**config.mk**
```make
export PLATFORM = sky130hd
export DESIGN_NAME = dmem_block_mover
export DESIGN_NICKNAME = d
export VERILOG_FILES = /design/src/rtl/dmem_pkg.sv /design/src/rtl/dmem_range_check.sv /design/src/rtl/dmem_block_mover.sv
export SDC_FILE = /design/constraint.sdc
export NUM_CORES = 1
export LEC_CHECK = 0
export ABC_AREA = 1
export BUFFER_PORTS_ARGS = -buffer_cell sky130_fd_sc_hd__buf_2
export CAP_MARGIN = 10
export CORE_ASPECT_RATIO = 1.25
export CORE_UTILIZATION = 53
export DETAILED_ROUTE_END_ITERATION = 10
export PLACE_DENSITY = 0.74
export SYNTH_ARGS = -nofsm -noshare
export SYNTH_HDL_FRONTEND = slang
export SYNTH_SLANG_ARGS = --single-unit
```
**constraint.sdc**
```tcl
create_clock -name clk -period 11.1 [get_ports clk]
set_clock_uncertainty 0.15 [all_clocks]
set_input_delay 1.665 -clock clk [delete_from_list [all_inputs] [get_ports clk]]
set_output_delay 1.665 -clock clk [all_outputs]
set_load 0.005 [all_outputs]
```
**src/rtl/dmem_pkg.sv**
```systemverilog
// Shared encodings and sizes for the DMEM block mover.
package dmem_pkg;

  localparam int unsigned DMEM_DEPTH = 32;
  localparam int unsigned ST_W       = 3;

  localparam logic [1:0] OP_COPY = 2'b00;
  localparam logic [1:0] OP_FILL = 2'b01;
  localparam logic [1:0] OP_SUM  = 2'b10;
  localparam logic [1:0] OP_RSVD = 2'b11;

  localparam logic [ST_W-1:0] ST_IDLE  = 3'd0;
  localparam logic [ST_W-1:0] ST_CHECK = 3'd1;
  localparam logic [ST_W-1:0] ST_RD    = 3'd2;
  localparam logic [ST_W-1:0] ST_WR    = 3'd3;
  localparam logic [ST_W-1:0] ST_DONE  = 3'd4;

endpackage

```
**src/rtl/dmem_range_check.sv**
```systemverilog
// Command validation and COPY direction: one extra bit keeps base+len from wrapping.
module dmem_range_check
  import dmem_pkg::*;
#(
  parameter int unsigned DEPTH = DMEM_DEPTH,
  parameter int unsigned AW    = 8
) (
  input  logic [1:0]    op_i,
  input  logic [AW-1:0] src_i,
  input  logic [AW-1:0] dst_i,
  input  logic [AW-1:0] len_i,
  output logic          err_c_o,
  output logic          descend_c_o
);

  localparam int unsigned EW = AW + 1;

  logic [EW-1:0] src_end;
  logic [EW-1:0] dst_end;

  always_comb begin
    src_end = EW'(src_i) + EW'(len_i);
    dst_end = EW'(dst_i) + EW'(len_i);
    err_c_o = 1'b0;
    if (op_i == OP_RSVD) err_c_o = 1'b1;
    if ((op_i == OP_COPY || op_i == OP_SUM) && src_end > EW'(DEPTH)) err_c_o = 1'b1;
    if ((op_i == OP_COPY || op_i == OP_FILL) && dst_end > EW'(DEPTH)) err_c_o = 1'b1;
    // Destination overlapping the tail of the source must be walked backwards.
    descend_c_o = (dst_i > src_i) && (EW'(dst_i) < src_end);
  end

endmodule

```
**src/rtl/dmem_block_mover.sv**
```systemverilog
// Second DMEM master: runs one COPY / FILL / SUM command at a time.
module dmem_block_mover
  import dmem_pkg::*;
#(
  parameter int unsigned DEPTH = DMEM_DEPTH,
  parameter int unsigned AW    = 8
) (
  input  logic          clk,
  input  logic          clr_n,
  input  logic          start,
  input  logic [1:0]    op,
  input  logic [AW-1:0] src_addr,
  input  logic [AW-1:0] dst_addr,
  input  logic [AW-1:0] len,
  input  logic [7:0]    fill_val,
  output logic          busy,
  output logic          done,
  output logic          err,
  output logic [7:0]    sum_out,
  output logic [AW-1:0] memA,
  output logic          memRE,
  input  logic [7:0]    memRD,
  output logic [7:0]    memWD,
  output logic          memWE
);

  logic [ST_W-1:0] state_q, state_d;
  logic [1:0]      op_q, op_d;
  logic [AW-1:0]   src_q, src_d, dst_q, dst_d, len_q, len_d;
  logic [AW-1:0]   idx_q, idx_d, rem_q, rem_d, idx_step;
  logic [7:0]      fill_q, fill_d, data_q, data_d, sum_q, sum_d, wd_q, wd_d;
  logic [AW-1:0]   addr_q, addr_d;
  logic            descend_q, descend_d, err_q, err_d;
  logic            busy_q, busy_d, done_q, done_d, re_q, re_d, we_q, we_d;
  logic            chk_err, chk_desc, is_last;

  dmem_range_check #(.DEPTH(DEPTH), .AW(AW)) u_range_check (
    .op_i        (op_q),
    .src_i       (src_q),
    .dst_i       (dst_q),
    .len_i       (len_q),
    .err_c_o     (chk_err),
    .descend_c_o (chk_desc)
  );

  always_ff @(posedge clk or negedge clr_n) begin
    if (!clr_n) begin
      state_q <= ST_IDLE;   op_q <= '0;      src_q <= '0;   dst_q <= '0;
      len_q <= '0;          fill_q <= '0;    idx_q <= '0;   rem_q <= '0;
      descend_q <= 1'b0;    data_q <= '0;    sum_q <= '0;   err_q <= 1'b0;
      busy_q <= 1'b0;       done_q <= 1'b0;  re_q <= 1'b0;  we_q <= 1'b0;
      addr_q <= '0;         wd_q <= '0;
    end else begin
      state_q <= state_d;   op_q <= op_d;    src_q <= src_d; dst_q <= dst_d;
      len_q <= len_d;       fill_q <= fill_d; idx_q <= idx_d; rem_q <= rem_d;
      descend_q <= descend_d; data_q <= data_d; sum_q <= sum_d; err_q <= err_d;
      busy_q <= busy_d;     done_q <= done_d; re_q <= re_d;  we_q <= we_d;
      addr_q <= addr_d;     wd_q <= wd_d;
    end
  end

  // Next state; bus outputs are derived from the next state so they are registered.
  always_comb begin
    state_d = state_q;  op_d = op_q;      src_d = src_q;  dst_d = dst_q;
    len_d = len_q;      fill_d = fill_q;  idx_d = idx_q;  rem_d = rem_q;
    descend_d = descend_q; data_d = data_q; sum_d = sum_q; err_d = err_q;
    idx_step = descend_q ? idx_q - AW'(1) : idx_q + AW'(1);
    is_last  = (rem_q == AW'(1));

    case (state_q)
      ST_IDLE: begin
        if (start) begin
          op_d = op;  src_d = src_addr;  dst_d = dst_addr;  len_d = len;
          fill_d = fill_val;  err_d = 1'b0;  sum_d = '0;
          state_d = ST_CHECK;
        end
      end
      ST_CHECK: begin
        if (chk_err) begin
          err_d   = 1'b1;
          state_d = ST_DONE;
        end else if (len_q == '0) begin
          state_d = ST_DONE;
        end else begin
          descend_d = chk_desc;
          idx_d     = chk_desc ? len_q - AW'(1) : '0;
          rem_d     = len_q;
          state_d   = (op_q == OP_FILL) ? ST_WR : ST_RD;
        end
      end
      ST_RD: begin
        if (op_q == OP_SUM) begin
          sum_d   = sum_q + memRD;
          idx_d   = idx_step;
          rem_d   = rem_q - AW'(1);
          state_d = is_last ? ST_DONE : ST_RD;
        end else begin
          data_d  = memRD;
          state_d = ST_WR;
        end
      end
      ST_WR: begin
        idx_d   = idx_step;
        rem_d   = rem_q - AW'(1);
        state_d = is_last ? ST_DONE : ((op_q == OP_COPY) ? ST_RD : ST_WR);
      end
      ST_DONE: state_d = ST_IDLE;
      default: state_d = ST_IDLE;
    endcase

    busy_d = (state_d != ST_IDLE);
    done_d = (state_d == ST_DONE);
    re_d   = (state_d == ST_RD);
    we_d   = (state_d == ST_WR);
    addr_d = '0;
    wd_d   = '0;
    if (state_d == ST_RD) begin
      addr_d = src_q + idx_d;
    end else if (state_d == ST_WR) begin
      addr_d = dst_q + idx_d;
      wd_d   = (op_q == OP_FILL) ? fill_q : data_d;
    end
  end

  assign busy    = busy_q;
  assign done    = done_q;
  assign err     = err_q;
  assign sum_out = sum_q;
  assign memA    = addr_q;
  assign memRE   = re_q;
  assign memWD   = wd_q;
  assign memWE   = we_q;

endmodule
```
==> results of run 1 <==
## cells by family after synthesis
family | after synthesis | synth area share (%)
DFF | 91 | 36.5
adders and majority gates | 66 | 14.0
and+or+nand+nor | 401 | 28.2
xor gates and xnor gates | 19 | 2.67
buffers and inverters | 115 | 7.12
AOI/OAI and AO/OA | 120 | 11.5
## registers in the layout, summed over array words and instances (netlist names), 3 cells and up
register	count
memA	8
sum_out	8
memWD	8
data_q	8
idx_q	8
fill_q	8
len_q	8
rem_q	8
src_q	8
state_q	3
dst_q	8
## stage by stage
stage	instances	setup WS (ns)	hold WS, ns	util [%]	cell area [um2]
2_1_floorplan	812	6.93	0.288	-	6230
3_3_place_gp	1011	6.59	0.302	59.6	6740
3_5_place_dp	1011	6.38	0.310	59.6	6740
4_1_cts	1027	6.37	0.323	62.2	7030
5_1_grt	1027	5.77	0.347	62.2	7030
6_report	1027	6.35	0.321	62.2	7030
## routing by layer
layer  track usage (%)  wire, um  vias to the layer above  share of wire, %
li1                  -         -                     2790                 -
met1              32.0      6590                     2629                41
met2              51.1      8250                      137                52
met3              4.69       699                       36               4.4
met4              13.0       480                        0               3.0
met5                 0         0                        -                 0
## synthesized netlist by cell type (2+ instances only)
master	count	area (um2)
o21a_1	3	22.5
nand3b_1	8	60.1
fa_1	6	120
nor3_1	5	25.0
a21o_1	2	15.0
o211ai_1	8	60.1
nand2_1	257	965
or2_2	4	25.0
a31oi_1	4	25.0
nor4_1	2	12.5
dfrtp_1	91	2280
nand3_1	42	210
inv_1	96	360
a21oi_1	33	165
xor2_1	12	105
ha_1	60	751
nand2_2	6	37.5
o21bai_1	2	15.0
o2111ai_1	4	35.0
nor2_2	2	12.5
inv_2	3	11.3
nor2_1	49	184
nor2_4	5	56.3
o21ai_0	47	235
clkbuf_1	9	33.8
a21oi_2	10	87.6
nand4_1	10	62.6
nand3_2	3	30.0
clkinv_1	4	15.0
xnor2_1	7	61.3
o21ai_2	2	17.5
nand2_4	2	22.5
## worst max-delay path by stage
stage	start	to	cells after the start	slack (ns)
after global placement	src_q[0]$_DFFE_PN0P_	memA[7]$_DFF_PN0_	36	6.59
after CTS	src_q[0]$_DFFE_PN0P_	memA[7]$_DFF_PN0_	36	6.37
after global routing	src_q[0]$_DFFE_PN0P_	memA[7]$_DFF_PN0_	36	5.77
after floorplan	src_q[0]$_DFFE_PN0P_	memA[7]$_DFF_PN0_	35	6.93
final	src_q[0]$_DFFE_PN0P_	memA[7]$_DFF_PN0_	36	6.35
after detailed placement	src_q[0]$_DFFE_PN0P_	memA[7]$_DFF_PN0_	36	6.38
## final cells by class
type | count | area [um2] | area share (%)
flip-flops and latches | 91 | 2280 | 32.4
inverters | 103 | 387 | 5.50
clock buffers | 9 | 225 | 3.20
clock inverters | 7 | 70.1 | 0.996
multi-input cells | 606 | 3510 | 50.0
repair buffers | 76 | 390 | 5.55
well taps | 135 | 169 | 2.40
## tightest hold or removal path, delay by kind of cell, from the launching register on
family | cells | cell delay (ns)
AND/OR/NAND/NOR | 2 | 0.11
flip-flops | 1 | 0.32
==> flow_summary.toml, run 1 <==
[worst_setup_path]
start_kind = "flip-flop"
worstPathRequired_ns = 11.19
crit_path_frequent_cell = "nand2_1"
crit_slowest_cell = "dfrtp_1"
cp.arrival_ns = 4.84
critPathMaxFanout = 7
rrSetupSlack_ns = 6.35
worstSetupPathType = "reg2reg"
slowest_delay_ns = 0.42
cp-end-kind = "flip-flop"
r2r_cells = 36
r2r-end = "memA[7]$_DFF_PN0_"
critical_path_buf_inv_count = 5
critPathTopFamily = "simple AND/OR/NAND/NOR gates"
r2r-start = "src_q[0]$_DFFE_PN0P_"

[final_layout]
layout.nets = 998
area_growth_pct = 12.8
final_cell_mix = "257 x nand2_1, 96 x inv_1, 91 x dfrtp_1"
antennaDiodeCount = 0
drive_gt1_share_pct = 14.7
layout_commonest_cell = "nand2_1"
nFillCells = 1023

[synthesis]
synthArstFlopShare_pct = 100
synthesis.nets = 923
synth-seq-cells = 91
synthFlopType = "dfrtp_1"
avgSynthCellArea_um2 = 7.68
yosysWarnings = 0
synth_area_mm2 = 0.00623
synth_edf_count = 0
ys_seq_area_share_pct = 36.5
syn_inst = 812
yosysUniqueCellTypes = 46

[routing]
ant_nets = 0
viasPerCell = 5.44
first_iter_violations = 222
post_drt_wl_per_cell_um = 15.6
vias = 5592
drtPass1Iterations = 5
routed_wl_mm = 16.0
route.detailed.drc = 0

[cts]
cts_buffer_depth = 2
cts_tree = "yes"
cts_root_buf = "clkbuf_16"
post_cts_buffers = 0
cts_hold_buf = 0
cts_buffers = 9
htreeDepth = 3
clock_latency_ns = 0.35
clkSlewWorstSetupHoldPaths_ns = 0.07
cts.sinks = 91
cts_resized = 0

[global_route]
grt_pass1_wl_mm = 26.2
grt_max_degree = 52
grt-ovfl-total = 0
grt_pass1_vias = 5613
grt_use_total_pct = 28.0
antenna_found_initial = 0

[sta]
finalSetupViolations = 0
slew_violations = 0
fin_crit_sh_pct = 42.8
tns_ns = 0
fmax_ghz = 0.210
hold_viol_final = 0
max_slew_margin_pct = 56.3
grt_setup_unrepaired = "no"
worst-slew-pin-transition_ns = 0.656
period_needed_ns = 4.75

[min_path]
min_from = "data_q[0]$_DFF_PN0_"
hold_end = "data_q[0]$_DFF_PN0_"
hold_depth = 2
hold_class = "reg2reg"

[place]
gp_congestion = 0.919
io_buffers = 73
dpl.hpwl_mm = 12.4

[job]
maxCapViolations = 0

[die]
start_util_pct = 55.2
fp.dieH_um = 123
ioPinCount = 74
core-area_mm2 = 0.0113
rows = 43
die_x_um = 99.0
fp.dieArea_mm2 = 0.0122

[status]
status = "finished clean"
Power of run 1 is left out: the tool's default activity adds up to more than one toggle a clock period on the data nets, which glitch-free logic cannot reach.
==> run 2, diff against run 1 <==
==> constraint.sdc (replaced) <==
create_clock -name clk -period 4.5 [get_ports clk]
set_clock_uncertainty 0.15 [all_clocks]
set_input_delay 0.675 -clock clk [delete_from_list [all_inputs] [get_ports clk]]
set_output_delay 0.675 -clock clk [all_outputs]
set_load 0.005 [all_outputs]
==> flow_summary.toml, run 2 (synthesis gave the netlist of run 1 again) <==
[worst_setup_path]
cp-end-kind = "flip-flop"
critical_path_buf_inv_count = 6
start_kind = "flip-flop"
crit_path_frequent_cell = "nand2_2"
worstPathRequired_ns = 4.59
crit_slowest_cell = "dfrtp_1"
critPathTopFamily = "simple AND/OR/NAND/NOR gates"
slowest_delay_ns = 0.38
cp.arrival_ns = 4.41
critPathMaxFanout = 3
worstSetupPathType = "reg2reg"

[cts]
htreeDepth = 3
cts.sinks = 91
cts_buffer_depth = 2
cts_root_buf = "clkbuf_16"
clock_latency_ns = 0.35
clkSlewWorstSetupHoldPaths_ns = 0.07
cts_buffers = 9
cts_hold_buf = 0
cts_tree = "yes"

[die]
die_x_um = 99.0
fp.dieH_um = 123
core-area_mm2 = 0.0113
ioPinCount = 74
fp.dieArea_mm2 = 0.0122
rows = 43
start_util_pct = 55.2

[global_route]
grt_pass1_wl_mm = 27.1
grt-ovfl-total = 0
antenna_found_initial = 0
grt_use_total_pct = 29.1
grt_max_degree = 63
grt_pass1_vias = 5629

[sta]
slew_violations = 0
grt_setup_unrepaired = "yes"
fin_crit_sh_pct = 96.0
finalSetupViolations = 0
period_needed_ns = 4.32
fmax_ghz = 0.232
hold_viol_final = 0
worst-slew-pin-transition_ns = 0.802
max_slew_margin_pct = 46.5

[routing]
drtPass1Iterations = 5
routed_wl_mm = 16.9
route.detailed.drc = 0
ant_nets = 0
viasPerCell = 5.51
first_iter_violations = 327
vias = 5819
post_drt_wl_per_cell_um = 16.0

[final_layout]
area_growth_pct = 19.7
nFillCells = 940
multi_input_area_mm2 = 0.00373
utilization_pct = 66.1
register_area_mm2 = 0.00228
layout_commonest_cell = "nand2_1"
layout.nets = 1027
final_cell_mix = "244 x nand2_1, 91 x inv_1, 91 x dfrtp_1"
drive_gt1_share_pct = 21.9
antennaDiodeCount = 0

[place]
io_buffers = 73
gp_congestion = 0.946
dpl.hpwl_mm = 12.9

[status]
status = "finished clean"

[min_path]
hold_class = "in2async"

[job]
maxCapViolations = 0
[run 2: final cells by class]
class | instances | area share [%]
Clock inverter | 7 | 0.939
Inverter | 103 | 5.18
Timing Repair Buffer | 105 | 8.15
Sequential cell | 91 | 30.5
Multi-Input combinational cell | 606 | 49.9
Tap cell | 135 | 2.26
Clock buffer | 9 | 3.02
[run 2: stage by stage]
step | area [um2] | hold WS, ns | cells | setup TNS (ns) | worst slack [ns]
detailed placement | 6890 | 0.306 | 1032 | -0.0434 | -0.0434
global placement | 6890 | 0.304 | 1032 | 0 | 0.158
finish | 7460 | 0.233 | 1056 | 0 | 0.181
CTS | 7210 | 0.278 | 1050 | 0 | 0.00135
global route | 7460 | 0.307 | 1056 | -0.115 | -0.0801
floorplan | 6230 | 0.229 | 812 | 0 | 0.334
[run 2: path summary, 6_finish.rpt]
kind | start | endpoint | slack (ns) | depth (start not counted)
max in group asynchronous | clr_n | src_q[3]$_DFFE_PN0P_ | 3.05 | 2
max reg2reg | len_q[0]$_DFFE_PN0P_ | memA[7]$_DFF_PN0_ | 0.18 | 32
max | len_q[0]$_DFFE_PN0P_ | memA[7]$_DFF_PN0_ | 0.18 | 32
min in group clk | data_q[1]$_DFF_PN0_ | data_q[1]$_DFF_PN0_ | 0.33 | 2
min | clr_n | fill_q[7]$_DFFE_PN0P_ | 0.23 | 1
min reg2reg | data_q[1]$_DFF_PN0_ | data_q[1]$_DFF_PN0_ | 0.33 | 2
[run 2: timing repair]
action                                  in CTS  in global routing
endpoints found under the setup margin       1                  4
pin swaps                                    1                 30
gates resized for setup                      1                 52
setup buffers                                2                  6
[run 2: routing by layer]
metal  vias up  wire (um)  GRT usage, %
li1       2857          -             -
met5         -          0             0
met1      2734       6800          33.1
met4         0        900          16.5
met2       182       8490          52.9
met3        46        733          3.56
Power of run 2 is left out for the same reason.
